File: config.mk
export PLATFORM = sky130hd
export DESIGN_NAME = ahb_cmd_sequencer
export DESIGN_NICKNAME = d
export VERILOG_FILES = /design/src/rtl/ahb_cmd_sequencer.sv
export SDC_FILE = /design/constraint.sdc
export NUM_CORES = 1
export LEC_CHECK = 0
export CAP_MARGIN = 10
export CORE_ASPECT_RATIO = 1.75
export CORE_UTILIZATION = 52
export CTS_BUF_LIST = sky130_fd_sc_hd__clkbuf_4 sky130_fd_sc_hd__clkbuf_8
export DETAILED_ROUTE_END_ITERATION = 12
export HOLD_SLACK_MARGIN = 0.12
export MAX_ROUTING_LAYER = met4
export PLACE_DENSITY = 0.81
export SYNTH_ARGS = -nofsm -noshare
export SYNTH_HDL_FRONTEND = slang
export SYNTH_SLANG_ARGS = --single-unit
File: constraint.sdc
create_clock -name HCLK -period 2.7 [get_ports HCLK]
set_input_delay 0.54 -clock HCLK [delete_from_list [all_inputs] [get_ports HCLK]]
set_output_delay 0.54 -clock HCLK [all_outputs]
set_load 0.05 [all_outputs]
File: src/rtl/ahb_cmd_sequencer.sv
// rtl/ahb_cmd_sequencer.sv - queued command front-end issuing one transaction at a time to the AHB-to-SPI bridge (optional timeout: AHB_SEQ_TIMEOUT_EN)
module ahb_cmd_sequencer #(
  parameter int DEPTH          = 4,
  parameter int TIMEOUT_CYCLES = 1024
) (
  input  logic                     HCLK,
  input  logic                     rst,
  input  logic                     cmd_valid,
  output logic                     cmd_ready,
  input  logic [7:0]               cmd_addr,
  input  logic [2:0]               cmd_size,
  input  logic                     cmd_write,
  input  logic [2:0]               cmd_burst,
  output logic [7:0]               addr,
  output logic [2:0]               size,
  output logic                     write,
  output logic [2:0]               burst,
  output logic                     start,
  input  logic                     done,
  input  logic [31:0]              HRDATA,
  input  logic                     HRESP,
  output logic                     rsp_valid,
  input  logic                     rsp_ready,
  output logic [31:0]              rsp_data,
  output logic                     rsp_err,
  output logic                     rsp_timeout,
  output logic                     busy,
  output logic [$clog2(DEPTH):0]   cmd_count
);

  localparam int AW = $clog2(DEPTH);
  localparam int CW = AW + 1;

  if ((DEPTH < 2) || ((DEPTH & (DEPTH - 1)) != 0)) begin : g_bad_depth
    $error("ahb_cmd_sequencer: DEPTH must be a power of 2 and at least 2");
  end
  if (TIMEOUT_CYCLES < 1) begin : g_bad_timeout
    $error("ahb_cmd_sequencer: TIMEOUT_CYCLES must be at least 1");
  end

  typedef enum logic [1:0] {
    S_IDLE  = 2'd0,
    S_ISSUE = 2'd1,
    S_WAIT  = 2'd2,
    S_RESP  = 2'd3
  } state_t;

  state_t          r_state;
  state_t          w_next;

  logic [14:0]     r_mem [DEPTH];
  logic [AW-1:0]   r_wr_ptr;
  logic [AW-1:0]   r_rd_ptr;
  logic [CW-1:0]   r_count;
  logic [14:0]     w_head;
  logic            w_push;
  logic            w_pop;
  logic            w_timeout;

  logic [7:0]      r_addr;
  logic [2:0]      r_size;
  logic            r_write;
  logic [2:0]      r_burst;
  logic            r_sticky_err;
  logic [31:0]     r_rsp_data;
  logic            r_rsp_err;

  assign cmd_ready = (r_count != CW'(DEPTH));
  assign w_push    = cmd_valid && cmd_ready;
  assign w_pop     = (r_state == S_IDLE) && (r_count != '0);
  assign w_head    = r_mem[r_rd_ptr];
  assign cmd_count = r_count;

  assign addr     = r_addr;
  assign size     = r_size;
  assign write    = r_write;
  assign burst    = r_burst;
  assign rsp_data = r_rsp_data;
  assign rsp_err  = r_rsp_err;

  // FIFO storage: contents need no reset, emptiness is tracked by the count
  always_ff @(posedge HCLK) begin
    if (w_push) begin
      r_mem[r_wr_ptr] <= {cmd_addr, cmd_size, cmd_write, cmd_burst};
    end
  end

  // FIFO pointers and occupancy; pointers wrap naturally at DEPTH
  always_ff @(posedge HCLK or posedge rst) begin
    if (rst) begin
      r_wr_ptr <= '0;
      r_rd_ptr <= '0;
      r_count  <= '0;
    end else begin
      if (w_push) r_wr_ptr <= r_wr_ptr + AW'(1);
      if (w_pop)  r_rd_ptr <= r_rd_ptr + AW'(1);
      case ({w_push, w_pop})
        2'b10:   r_count <= r_count + CW'(1);
        2'b01:   r_count <= r_count - CW'(1);
        default: r_count <= r_count;
      endcase
    end
  end

  // State register
  always_ff @(posedge HCLK or posedge rst) begin
    if (rst) r_state <= S_IDLE;
    else     r_state <= w_next;
  end

  // Next-state logic; done during ISSUE is deliberately not looked at
  always_comb begin
    w_next = r_state;
    case (r_state)
      S_IDLE:  if (r_count != '0)        w_next = S_ISSUE;
      S_ISSUE:                           w_next = S_WAIT;
      S_WAIT:  if (done || w_timeout)    w_next = S_RESP;
      S_RESP:  if (rsp_ready)            w_next = S_IDLE;
      default:                           w_next = S_IDLE;
    endcase
  end

  // Moore outputs decoded from the state
  always_comb begin
    start     = 1'b0;
    rsp_valid = 1'b0;
    busy      = 1'b0;
    start     = (r_state == S_ISSUE);
    rsp_valid = (r_state == S_RESP);
    busy      = (r_state != S_IDLE);
  end

  // Bridge command registers, loaded on pop and held until the next pop
  always_ff @(posedge HCLK or posedge rst) begin
    if (rst) begin
      r_addr  <= '0;
      r_size  <= '0;
      r_write <= 1'b0;
      r_burst <= '0;
    end else if (w_pop) begin
      r_addr  <= w_head[14:7];
      r_size  <= w_head[6:4];
      r_write <= w_head[3];
      r_burst <= w_head[2:0];
    end
  end

  // Response capture: sticky error across WAIT, data/error latched on done
  always_ff @(posedge HCLK or posedge rst) begin
    if (rst) begin
      r_sticky_err <= 1'b0;
      r_rsp_data   <= '0;
      r_rsp_err    <= 1'b0;
    end else if (w_pop) begin
      r_sticky_err <= 1'b0;
      r_rsp_err    <= 1'b0;
    end else if (r_state == S_WAIT) begin
      if (done) begin
        r_rsp_data <= r_write ? 32'h0 : HRDATA;
        r_rsp_err  <= r_sticky_err | HRESP;
      end else if (w_timeout) begin
        r_rsp_data <= 32'h0;
        r_rsp_err  <= 1'b1;
      end else if (HRESP) begin
        r_sticky_err <= 1'b1;
      end
    end
  end

`ifdef AHB_SEQ_TIMEOUT_EN
  localparam int TW = $clog2(TIMEOUT_CYCLES + 1);

  logic [TW-1:0] r_wait_cnt;
  logic          r_rsp_timeout;

  // Fires on the TIMEOUT_CYCLES-th WAIT cycle; a done in that same cycle wins
  assign w_timeout   = (r_state == S_WAIT) && !done &&
                       (r_wait_cnt == TW'(TIMEOUT_CYCLES - 1));
  assign rsp_timeout = r_rsp_timeout;

  // WAIT cycle counter, cleared in ISSUE so it starts at zero on WAIT entry
  always_ff @(posedge HCLK or posedge rst) begin
    if (rst)                     r_wait_cnt <= '0;
    else if (r_state == S_ISSUE) r_wait_cnt <= '0;
    else if (r_state == S_WAIT)  r_wait_cnt <= r_wait_cnt + TW'(1);
  end

  // Timeout flag, cleared with the other flags on pop
  always_ff @(posedge HCLK or posedge rst) begin
    if (rst)            r_rsp_timeout <= 1'b0;
    else if (w_pop)     r_rsp_timeout <= 1'b0;
    else if (w_timeout) r_rsp_timeout <= 1'b1;
  end
`else
  assign w_timeout   = 1'b0;
  assign rsp_timeout = 1'b0;
`endif

endmodule

==> impl_metrics.tcl <==
set metrics [dict create \
    p_per_area_mw_per_mm2 1330 \
    cap_violations 0 \
    crit_required_ns 2.16 \
    r2r_slack_ns 0.33 \
    r2r_start "cmd_count[2]" \
    syn_area_per_cell_um2 15.6 \
    period_share 0.958 \
    pwr-share-clk 0.205 \
    ys_ff_latch 118 \
    finalHoldViolCount 0 \
    port_buffers 107 \
    vdd_drop_max_v 0.000665 \
    cts_tree "done" \
    rr_worst_depth 8 \
    period_minus_slack_ns 2.59 \
    row_count 46 \
    start_kind "register" \
    switching_share 0.406 \
    die_width_um 74.8 \
    netlist.top_cell.by_area "edfxtp_1" \
    overflow 0 \
    cts_htree_levels 4 \
    critPathSlowestCell "clkdlybuf4s50_1" \
    end_kind "primary output" \
    cts_setup_buffers 0 \
    arrival_ns 2.05 \
    wl_per_cell_um 15.8 \
    coreArea_mm2 0.00904 \
    r2r-end "cmd_count[2]" \
    cts_resized 0 \
    drive_above_1_share 0.142 \
    vias_per_cell 5.06 \
    hold_class "register to register" \
    cts_num_sinks 118 \
    p_int_mw 5.11 \
    clk_root_buffer_cell "clkbuf_8" \
    die_y_um 129 \
    power_switching_mw 3.50 \
    most-common-layout-cells "clkdlybuf4s50_1 (106), edfxtp_1 (60), dfrtp_1 (57)" \
    gp_congestion 0.797 \
    cts_inserted_buffers 17 \
    diodes 0 \
    clkTransAtPathRegs_ns 0.07 \
    drt_first_pass_iters 4 \
    cts_hold_buf 0 \
    cp_cell_sequence "or3b_4, clkdlybuf4s50_1" \
    pwr-share-comb 0.459 \
    hold_path_startpoint "size[1]" \
    area_growth_pct 34.2 \
    status "finished, final reports clean" \
    grt_pass1_wl_um 14300 \
    grt_usage 0.214 \
    clkLatencyLatePin_ns 0.42 \
    use_met1 0.224 \
    fmax_mhz 386 \
    drc 0 \
    syn_inst 310 \
    finalMaxSlewViolations 0 \
    mostFrequentLayoutCell "clkdlybuf4s50_1" \
    cts_max_path_buffers 2 \
    met2_usage 0.354 \
    ioPinCount 109 \
    routed_wl_um 8920 \
    tightestPinTransition_ns 0.749 \
    grt_antenna_before_repair 0 \
    rsz0062_at_grt "no" \
    hpwl_um 6270 \
    first_iter_violations 122 \
    grt_use_met3 0.0824 \
    p_leak_nw 2.62 \
    critPathKind "register to primary output" \
    whs_ns 0.477 \
    synth_area_leaders "edfxtp_1 (37%), dfrtp_1 (30%), mux2_1 (7.0%), mux4_2 (7.0%), nor2b_1 (4.3%)" \
    syn_nets 374 \
    setup_viol 0 \
    fin_worst_skew_ns 0.0128 \
    initial_core_util 0.534 \
    yosysSeqAreaShare 0.675 \
    final.setup.tns_ns 0 \
    vias 2854 \
    yosys_warnings 0 \
    whs_path_depth 2 \
    grt_pass1_vias 2972 \
    fin_util 0.716 \
    max_stage_delay_ns 0.71 \
    ant_nets 0 \
    synth.top_cell.area_share 0.374 \
    ys_types 29 \
    synthesis.area_mm2 0.00482 \
    finalNetCount 495 \
    cp_max_fo 6 \
    die-area_mm2 0.00968 \
    pwr-share-seq 0.336 \
    grt_max_degree 59 \
    whs_endpoint "size[1]" \
    grt.busiest_layer "met2" \
    max_slew_margin 0.501 \
]
## worst max-delay path, delay by kind of cell, from the launching register on
family                 cells  cell delay, ns
AND/OR/NAND/NOR            1            0.46
buffers and inverters      1            0.71
flip-flops                 1            0.45
## cells by family after synthesis
| kind of cell | Yosys count | synth area share |
|---|---|---|
| DFF | 118 | 0.675 |
| other | 1 | 0.000778 |
| xor gates and xnor gates | 6 | 0.0109 |
| and+or+nand+nor | 92 | 0.0932 |
| adders and majority gates | 11 | 0.0301 |
| buffers and inverters | 26 | 0.0275 |
| AOI/OAI and AO/OA | 6 | 0.0112 |
| muxes | 50 | 0.152 |
## per-layer routing
metal  share of wire  wire [µm]
met4           0.018        161
met5               0          0
met3           0.065        578
met2            0.54       4810
met1            0.38       3370
## synth_stat cells, drive strengths merged
cell type and count:
ha 10, a221oi 1, mux2 34, or3b 1, and2 1, conb 1
nor3 1, dfrtp 58, mux2i 1, clkbuf 5, a21oi 2, o31ai 1
xnor2 4, clkinv 1, nand2 47, nor2b 33, nor2 4, xor2 2
edfxtp 60, buf 9, fa 1, and3 5, o21ai 1, inv 11
mux4 15, a311oi 1
## flip-flops by register name (all words and copies together) (netlist names), 2 cells and up
signal / count
rsp_data: 32
r_wr_ptr: 2
r_rd_ptr: 2
burst: 3
r_state: 2
r_mem: 60
size: 3
cmd_count: 3
addr: 8
## through the flow
stage | power [mW] | area (µm²) | std cells | setup slack (ns)
after CTS | 8.72 | 6470 | 564 | 0.0831
after detailed placement | 6.94 | 6020 | 532 | 0.255
final | 8.61 | 6470 | 564 | 0.112
after global routing | 9.09 | 6470 | 564 | 0.0289
after global placement | 6.80 | 6020 | 532 | 0.387
after floorplan | 5.63 | 4820 | 310 | 0.185
## cell type report
class	instances	area, µm²
clock buffer	17	234
clock inverter	15	210
fill	660	2570
inverter	12	45.0
multi-input combinational	166	1440
sequential	118	3250
tap	120	150
timing repair buffer	116	1140
## how the worst max path moves through the flow
| stage | endpoint | start | slack (ns) | depth (start not counted) |
|---|---|---|---|---|
| after CTS | cmd_ready | cmd_count[0] | 0.08 | 2 |
| after global placement | cmd_count[2] | cmd_valid | 0.39 | 9 |
| after detailed placement | cmd_count[2] | cmd_valid | 0.25 | 9 |
| final | cmd_ready | cmd_count[1] | 0.11 | 2 |
| after floorplan | cmd_count[2] | cmd_count[1] | 0.18 | 9 |
| after global routing | busy | r_state[0] | 0.03 | 4 |
## power by group through the flow
stage | Clock [mW] | Combinational, mW | Sequential, mW
after floorplan | 0 | 1.52 | 4.11
final | 1.77 | 3.95 | 2.89
after detailed placement | 0 | 4.00 | 2.93
after CTS | 1.81 | 4.02 | 2.90
after global routing | 1.89 | 4.24 | 2.97
after global placement | 0 | 3.91 | 2.89
(Power assumes the default switching activity.)
